File: src/rtl/cpu_ctrl.sv
// Microcode sequencer for the 4-bit SAP CPU: T-state counter, opcode decode, control word.
// Latency: ctrl is combinational from tstate/opcode/flags; tstate and halted update on posedge clk.
// Backpressure: run=0 freezes tstate/halted and forces ctrl=0; halted forces ctrl=0 until rst.
// Optional feature macro: CPU_CTRL_COND_JUMP_EN (JC/JZ conditional jumps; otherwise they run as NOP).
module cpu_ctrl #(
    parameter int T_LAST = 5    // highest legal T-state; must be >= 4 so ADD/SUB fit
) (
    input  logic        clk,
    input  logic        rst,
    input  logic        run,
    input  logic [3:0]  opcode,
    input  logic        flag_c,
    input  logic        flag_z,
    output logic [13:0] ctrl,
    output logic [2:0]  tstate,
    output logic        halted
);

    // T-state encodings
    localparam logic [2:0] T0 = 3'd0;
    localparam logic [2:0] T1 = 3'd1;
    localparam logic [2:0] T2 = 3'd2;
    localparam logic [2:0] T3 = 3'd3;
    localparam logic [2:0] T4 = 3'd4;

    // Opcodes
    localparam logic [3:0] OP_LDA = 4'h1;
    localparam logic [3:0] OP_ADD = 4'h2;
    localparam logic [3:0] OP_SUB = 4'h3;
    localparam logic [3:0] OP_STA = 4'h4;
    localparam logic [3:0] OP_LDI = 4'h5;
    localparam logic [3:0] OP_JMP = 4'h6;
    localparam logic [3:0] OP_JC  = 4'h7;
    localparam logic [3:0] OP_JZ  = 4'h8;
    localparam logic [3:0] OP_OUT = 4'hE;
    localparam logic [3:0] OP_HLT = 4'hF;

    // Control word bits
    localparam logic [13:0] PC_INC   = 14'h0001;
    localparam logic [13:0] PC_LOAD  = 14'h0002;
    localparam logic [13:0] PC_OUT   = 14'h0004;
    localparam logic [13:0] MAR_LOAD = 14'h0008;
    localparam logic [13:0] RAM_OUT  = 14'h0010;
    localparam logic [13:0] RAM_LOAD = 14'h0020;
    localparam logic [13:0] IR_LOAD  = 14'h0040;
    localparam logic [13:0] IR_OUT   = 14'h0080;
    localparam logic [13:0] A_LOAD   = 14'h0100;
    localparam logic [13:0] A_OUT    = 14'h0200;
    localparam logic [13:0] B_LOAD   = 14'h0400;
    localparam logic [13:0] ALU_OUT  = 14'h0800;
    localparam logic [13:0] ALU_SUB  = 14'h1000;
    localparam logic [13:0] OUT_LOAD = 14'h2000;

    logic [2:0]  tstate_q, tstate_d;
    logic        halted_q, halted_d;
    logic [13:0] ctrl_raw;
    logic        last_step;
    logic        wrap;
    logic        advance;

`ifndef CPU_CTRL_COND_JUMP_EN
    // Flags only matter for conditional jumps, which are absent in this build.
    logic unused_flags;
    assign unused_flags = flag_c ^ flag_z;
`endif

    // Microcode decode: strobes for the current step, and whether this step ends the instruction
    always_comb begin
        ctrl_raw  = '0;
        last_step = 1'b0;
        case (tstate_q)
            T0: ctrl_raw = PC_OUT | MAR_LOAD;
            T1: ctrl_raw = RAM_OUT | IR_LOAD | PC_INC;
            T2: begin
                case (opcode)
                    OP_LDA, OP_ADD, OP_SUB, OP_STA: ctrl_raw = IR_OUT | MAR_LOAD;
                    OP_LDI: begin ctrl_raw = IR_OUT | A_LOAD;   last_step = 1'b1; end
                    OP_JMP: begin ctrl_raw = IR_OUT | PC_LOAD;  last_step = 1'b1; end
`ifdef CPU_CTRL_COND_JUMP_EN
                    OP_JC:  begin ctrl_raw = IR_OUT | (flag_c ? PC_LOAD : 14'h0000); last_step = 1'b1; end
                    OP_JZ:  begin ctrl_raw = IR_OUT | (flag_z ? PC_LOAD : 14'h0000); last_step = 1'b1; end
`endif
                    OP_OUT: begin ctrl_raw = A_OUT | OUT_LOAD;  last_step = 1'b1; end
                    // NOP, HLT, undefined opcodes (and JC/JZ when not built in)
                    default: last_step = 1'b1;
                endcase
            end
            T3: begin
                case (opcode)
                    OP_LDA:         begin ctrl_raw = RAM_OUT | A_LOAD; last_step = 1'b1; end
                    OP_ADD, OP_SUB: ctrl_raw = RAM_OUT | B_LOAD;
                    OP_STA:         begin ctrl_raw = A_OUT | RAM_LOAD; last_step = 1'b1; end
                    default:        last_step = 1'b1;
                endcase
            end
            T4: begin
                last_step = 1'b1;
                case (opcode)
                    OP_ADD:  ctrl_raw = ALU_OUT | A_LOAD;
                    OP_SUB:  ctrl_raw = ALU_OUT | A_LOAD | ALU_SUB;
                    default: ctrl_raw = '0;
                endcase
            end
            default: last_step = 1'b1;
        endcase
    end

    // Next-state: advance only while running and not halted; wrap to T0 at end of instruction
    always_comb begin
        advance  = run & ~halted_q;
        wrap     = (tstate_q >= 3'(T_LAST));
        tstate_d = tstate_q;
        halted_d = halted_q;
        if (advance) begin
            tstate_d = (last_step || wrap) ? T0 : tstate_q + 3'd1;
            if (tstate_q == T2 && opcode == OP_HLT) begin
                halted_d = 1'b1;
            end
        end
    end

    // Sequencer state registers
    always_ff @(posedge clk or posedge rst) begin
        if (rst) begin
            tstate_q <= T0;
            halted_q <= 1'b0;
        end else begin
            tstate_q <= tstate_d;
            halted_q <= halted_d;
        end
    end

    // Outputs: strobes suppressed during reset, freeze and halt
    always_comb begin
        ctrl   = (advance && !rst) ? ctrl_raw : 14'h0000;
        tstate = tstate_q;
        halted = halted_q;
    end

endmodule

File: config.mk
export PLATFORM = sky130hd
export DESIGN_NAME = cpu_ctrl
export DESIGN_NICKNAME = d
export VERILOG_FILES = /design/src/rtl/cpu_ctrl.sv
export SDC_FILE = /design/constraint.sdc
export NUM_CORES = 1
export LEC_CHECK = 0
export CORE_UTILIZATION = 38
export DETAILED_ROUTE_END_ITERATION = 8
export HOLD_SLACK_MARGIN = 0.02
export PLACE_DENSITY = 0.78
export SLEW_MARGIN = 20
export SYNTH_ARGS = -nofsm -noshare
export SYNTH_HDL_FRONTEND = slang
export SYNTH_SLANG_ARGS = --single-unit
File: constraint.sdc
create_clock -name clk -period 1.8 [get_ports clk]
set_input_delay 0.18 -clock clk [delete_from_list [all_inputs] [get_ports clk]]
set_output_delay 0.18 -clock clk [all_outputs]
set_load 0.01 [all_outputs]
==> results of run 1 <==
[layout make-up]
type | instances | area, um2 | share of cell area
tap | 15 | 18.77 | 0.01581
sequential | 4 | 101.3 | 0.08535
multi-input combinational | 57 | 563.0 | 0.4742
clock buffer | 3 | 22.52 | 0.01897
timing repair buffer | 59 | 459.2 | 0.3867
inverter | 6 | 22.52 | 0.01897
[worst max-delay path: cells and delay by family, from the launching register on]
family | cells | cell delay (ns)
buf+inv | 4 | 0.51
compound gates | 1 | 0.17
fa+ha+maj | 1 | 0.19
flops | 1 | 0.39
simple gates | 2 | 0.26
[flip-flops by register name (all words and copies together) (netlist names)]
name and count:
tstate 3, halted 1
[where the power goes]
group          switching, mW  internal [mW]  leakage [nW]  total [mW]
logic                  0.563          0.634         0.489        1.20
clock network         0.0444         0.0751        0.0138       0.120
registers             0.0542          0.130        0.0514       0.184
[cell families after synthesis]
family          count (synthesis)
simple gates                   38
compound gates                 12
buf+inv                         9
fa+ha+maj                       5
flops                           4
xor+xnor                        1
mux                             1
[cell usage in the layout, fill, tap and decap left out, types with 2 or more instances in the layout]
cell type,Yosys,layout
sky130_fd_sc_hd__inv_2,0,2
sky130_fd_sc_hd__nand2b_4,2,4
sky130_fd_sc_hd__dfrtp_1,4,3
sky130_fd_sc_hd__a21oi_2,1,3
sky130_fd_sc_hd__buf_4,1,30
sky130_fd_sc_hd__nor3_2,0,3
sky130_fd_sc_hd__ha_4,0,4
sky130_fd_sc_hd__nand2_1,7,7
sky130_fd_sc_hd__clkbuf_4,0,3
sky130_fd_sc_hd__buf_2,2,11
sky130_fd_sc_hd__buf_6,0,5
sky130_fd_sc_hd__o21ai_1,3,3
sky130_fd_sc_hd__clkdlybuf4s50_1,0,10
sky130_fd_sc_hd__inv_1,6,4
sky130_fd_sc_hd__nor3_1,7,3
sky130_fd_sc_hd__dlygate4sd2_1,0,2
sky130_fd_sc_hd__nor2_1,7,6
[what timing repair did]
action,CTS,global route
endpoints found under the hold margin,0,0
gates resized for setup,48,40
buffers inserted,8,1
setup endpoints to repair,16,15
pin swaps,5,10
[how the worst min path moves through the flow]
stage / start / to / slack (ns)
floorplan: rst / halted$_DFFE_PP0P_ / -0.02
global placement: rst / tstate[2]$_DFFE_PP0P_ / 0.54
CTS: rst / tstate[0]$_DFFE_PP0P_ / 0.28
global route: rst / halted$_DFFE_PP0P_ / 0.35
finish: rst / tstate[0]$_DFFE_PP0P_ / 0.35
detailed placement: rst / halted$_DFFE_PP0P_ / 0.54
[routing by layer]
metal	up-vias	wire, um	GRT usage
li1	367	-	-
met5	-	0	0
met1	377	992	0.2990
met4	0	112	0.2069
met2	62	1477	0.5369
met3	15	201	0.01136
[per-stage QoR]
step,util,setup TNS [ns],power [mW],hold slack [ns],setup WS (ns)
after floorplan,-,0,0.5608,-0.02203,0.1342
after global placement,0.7529,-2.873,0.9491,0.5380,-0.2779
after detailed placement,0.7529,-3.583,0.9745,0.5380,-0.3398
after CTS,0.8260,-1.204,1.203,0.2764,-0.2265
after global routing,0.9125,-1.249,1.571,0.3454,-0.1932
final,0.9125,-0.6120,1.501,0.3453,-0.1504
==> impl_metrics.xml, run 1 <==
<?xml version="1.0" encoding="UTF-8"?>
<metrics>
  <group name="run_status">
    <metric name="status" unit="">finished, violations left</metric>
    <metric name="failed_checks" unit="">negative setup slack</metric>
  </group>
  <group name="grt">
    <metric name="grt-ovfl-total" unit="">0</metric>
    <metric name="grt_max_degree" unit="">7</metric>
    <metric name="grt_first_pass_wirelength" unit="um">2967</metric>
    <metric name="globalRouteTotalUtil" unit="">0.2881</metric>
    <metric name="number_of_antenna_violations_at_the_first_check_in_global_routing" unit="">0</metric>
    <metric name="via_count_of_the_first_global_routing_pass" unit="">719</metric>
  </group>
  <group name="logic_synthesis">
    <metric name="ys_ff_latch" unit="">4</metric>
    <metric name="yosys-top-cells-count" unit="">7 x sky130_fd_sc_hd__nand2_1, 7 x sky130_fd_sc_hd__nor2_1, 7 x sky130_fd_sc_hd__nor3_1</metric>
    <metric name="synth-simple-area-share" unit="">0.4112</metric>
    <metric name="postSynthCellCount" unit="">70</metric>
    <metric name="synth_ff_type" unit="">sky130_fd_sc_hd__dfrtp_1</metric>
    <metric name="synth.yosys.seq_area_share" unit="">0.1869</metric>
    <metric name="synth_top_area_share" unit="">0.1869</metric>
    <metric name="synth_top_family_by_area" unit="">simple AND/OR/NAND/NOR gates</metric>
    <metric name="async_flop_share" unit="">1.000</metric>
    <metric name="yosys.area_share.adder" unit="">0.1168</metric>
    <metric name="number_of_flops_mapped_to_enable_cells_by_yosys" unit="">0</metric>
    <metric name="synth_area_leader_cell" unit="">sky130_fd_sc_hd__dfrtp_1</metric>
    <metric name="synthesized_area_fraction_occupied_by_xor_and_xnor_cells" unit="">0.01636</metric>
    <metric name="yosys-mux-area-fraction" unit="">0.02103</metric>
    <metric name="synthesis.nets" unit="">84</metric>
    <metric name="synth.lib_cells_used.distinct" unit="">30</metric>
    <metric name="syn_avg_cell_area" unit="um2">7.650</metric>
    <metric name="synthTopCellsByArea" unit="">sky130_fd_sc_hd__dfrtp_1 19%, sky130_fd_sc_hd__ha_1 12%, sky130_fd_sc_hd__nor3_1 6.5%, sky130_fd_sc_hd__nand2b_4 5.1%, sky130_fd_sc_hd__nand2_1 4.9%</metric>
    <metric name="synth_compound_gate_area_share" unit="">0.1729</metric>
    <metric name="post_synth_instance_area" unit="um2">535.5</metric>
    <metric name="synthesis.yosys.warnings" unit="">0</metric>
  </group>
  <group name="clocking">
    <metric name="clk_pin_slew" unit="ns">0.04</metric>
    <metric name="tritoncts_sink_count" unit="">4</metric>
    <metric name="cts-hold-fix-buffers" unit="">0</metric>
    <metric name="cts_inserted_buffers" unit="">3</metric>
    <metric name="root_buffer" unit="">sky130_fd_sc_hd__clkbuf_4</metric>
    <metric name="worstSkewPairLatency" unit="ns">0.24</metric>
    <metric name="ctsLongestPathBuffers" unit="">2</metric>
    <metric name="cts_tree" unit="">built</metric>
    <metric name="ctsHtreeMaxLevel" unit="">1</metric>
  </group>
  <group name="worst_setup_path">
    <metric name="rr_endpoint" unit="">tstate[1]$_DFFE_PP0P_</metric>
    <metric name="path_class" unit="">register to output port</metric>
    <metric name="crit_fanout" unit="">5</metric>
    <metric name="path_common_cell" unit="">sky130_fd_sc_hd__buf_4</metric>
    <metric name="worstPathArrival" unit="ns">1.77</metric>
    <metric name="r2r_start" unit="">tstate[0]$_DFFE_PP0P_</metric>
    <metric name="launching_instance_or_port_of_the_critical_path" unit="">tstate[0]$_DFFE_PP0P_</metric>
    <metric name="crit_path_cell_trace" unit="">inv_2, buf_4, ha_2, o21bai_4, nand2b_4, buf_4, nor3_2, buf_2</metric>
    <metric name="capture_point_of_the_worst_path" unit="">ctrl[3]</metric>
    <metric name="worstSetupEndpointType" unit="">output port</metric>
    <metric name="r2r_slack" unit="ns">0.05</metric>
    <metric name="crit_required" unit="ns">1.62</metric>
    <metric name="worstRegToRegCells" unit="">9</metric>
    <metric name="cp-start-kind" unit="">register</metric>
    <metric name="critPathMaxStageDelay" unit="ns">0.39</metric>
    <metric name="cp_slowest_cell" unit="">sky130_fd_sc_hd__dfrtp_1</metric>
  </group>
  <group name="power">
    <metric name="ir_worst_vdd" unit="mV">1.021</metric>
    <metric name="p_leak" unit="nW">0.5542</metric>
    <metric name="p_per_area" unit="nW/um2">1264</metric>
  </group>
  <group name="placed_design">
    <metric name="gp_congestion" unit="">0.8463</metric>
    <metric name="dpl_cell_area" unit="um2">979.7</metric>
    <metric name="dp_hpwl" unit="um">1389</metric>
    <metric name="port_buffers" unit="">24</metric>
    <metric name="place.detailed.instances" unit="">133</metric>
  </group>
  <group name="routing">
    <metric name="dr.first_iter.drc_count" unit="">49</metric>
    <metric name="route.detailed.drc" unit="">0</metric>
    <metric name="post_drt_via_cell_ratio" unit="">5.701</metric>
    <metric name="drtAntennaViolNets" unit="">0</metric>
    <metric name="routedWlPerCell" unit="um">19.33</metric>
    <metric name="detailedRoute.firstPassIterationCount" unit="">4</metric>
    <metric name="wirelength" unit="um">2784</metric>
    <metric name="dr_total_vias" unit="">821</metric>
  </group>
  <group name="die">
    <metric name="core_footprint" unit="um2">1301</metric>
    <metric name="placementRows" unit="">13</metric>
    <metric name="floorplan.die.height" unit="um">39.54</metric>
    <metric name="boundaryPins" unit="">27</metric>
    <metric name="die_x" unit="um">39.54</metric>
    <metric name="initial_util" unit="">0.4115</metric>
    <metric name="dieArea" unit="um2">1563</metric>
  </group>
  <group name="sta">
    <metric name="max_clock_freq" unit="GHz">0.5127</metric>
    <metric name="final_critical_path_setup_slack" unit="ns">-0.1504</metric>
    <metric name="setup_viol" unit="">8</metric>
    <metric name="slew_violations" unit="">0</metric>
    <metric name="post-route-period-util" unit="">1.084</metric>
    <metric name="tightest_slew" unit="ns">0.3682</metric>
    <metric name="grt_setup_unrepaired" unit="">yes</metric>
    <metric name="finalHoldViolations" unit="">0</metric>
    <metric name="clock_skew" unit="ns">0.001855</metric>
    <metric name="post-route-min-period" unit="ns">1.950</metric>
    <metric name="relSlewSlack" unit="">0.7541</metric>
  </group>
  <group name="cells_and_area">
    <metric name="syn2layout_area_growth" unit="%">121.7</metric>
    <metric name="final-instance-count-excl-fill" unit="">144</metric>
    <metric name="post_route_cells_drive_above_1_share" unit="">0.6279</metric>
    <metric name="finish.net_count" unit="">145</metric>
    <metric name="antennaDiodeCount" unit="">0</metric>
    <metric name="finalInstanceArea" unit="um2">1187</metric>
    <metric name="fillerInstances" unit="">54</metric>
  </group>
  <group name="run">
    <metric name="drv_cap" unit="">0</metric>
  </group>
  <group name="min_path">
    <metric name="holdCritPathClass" unit="">primary input to async pin</metric>
  </group>
</metrics>
No activity file was read; power rests on OpenSTA's default activity.
==> run 2, diff against run 1 <==
- GPL_ROUTABILITY_DRIVEN: unset -> 0
==> results of run 2 <==
The final DEF is identical to that of run 1; final timing and power are the same.
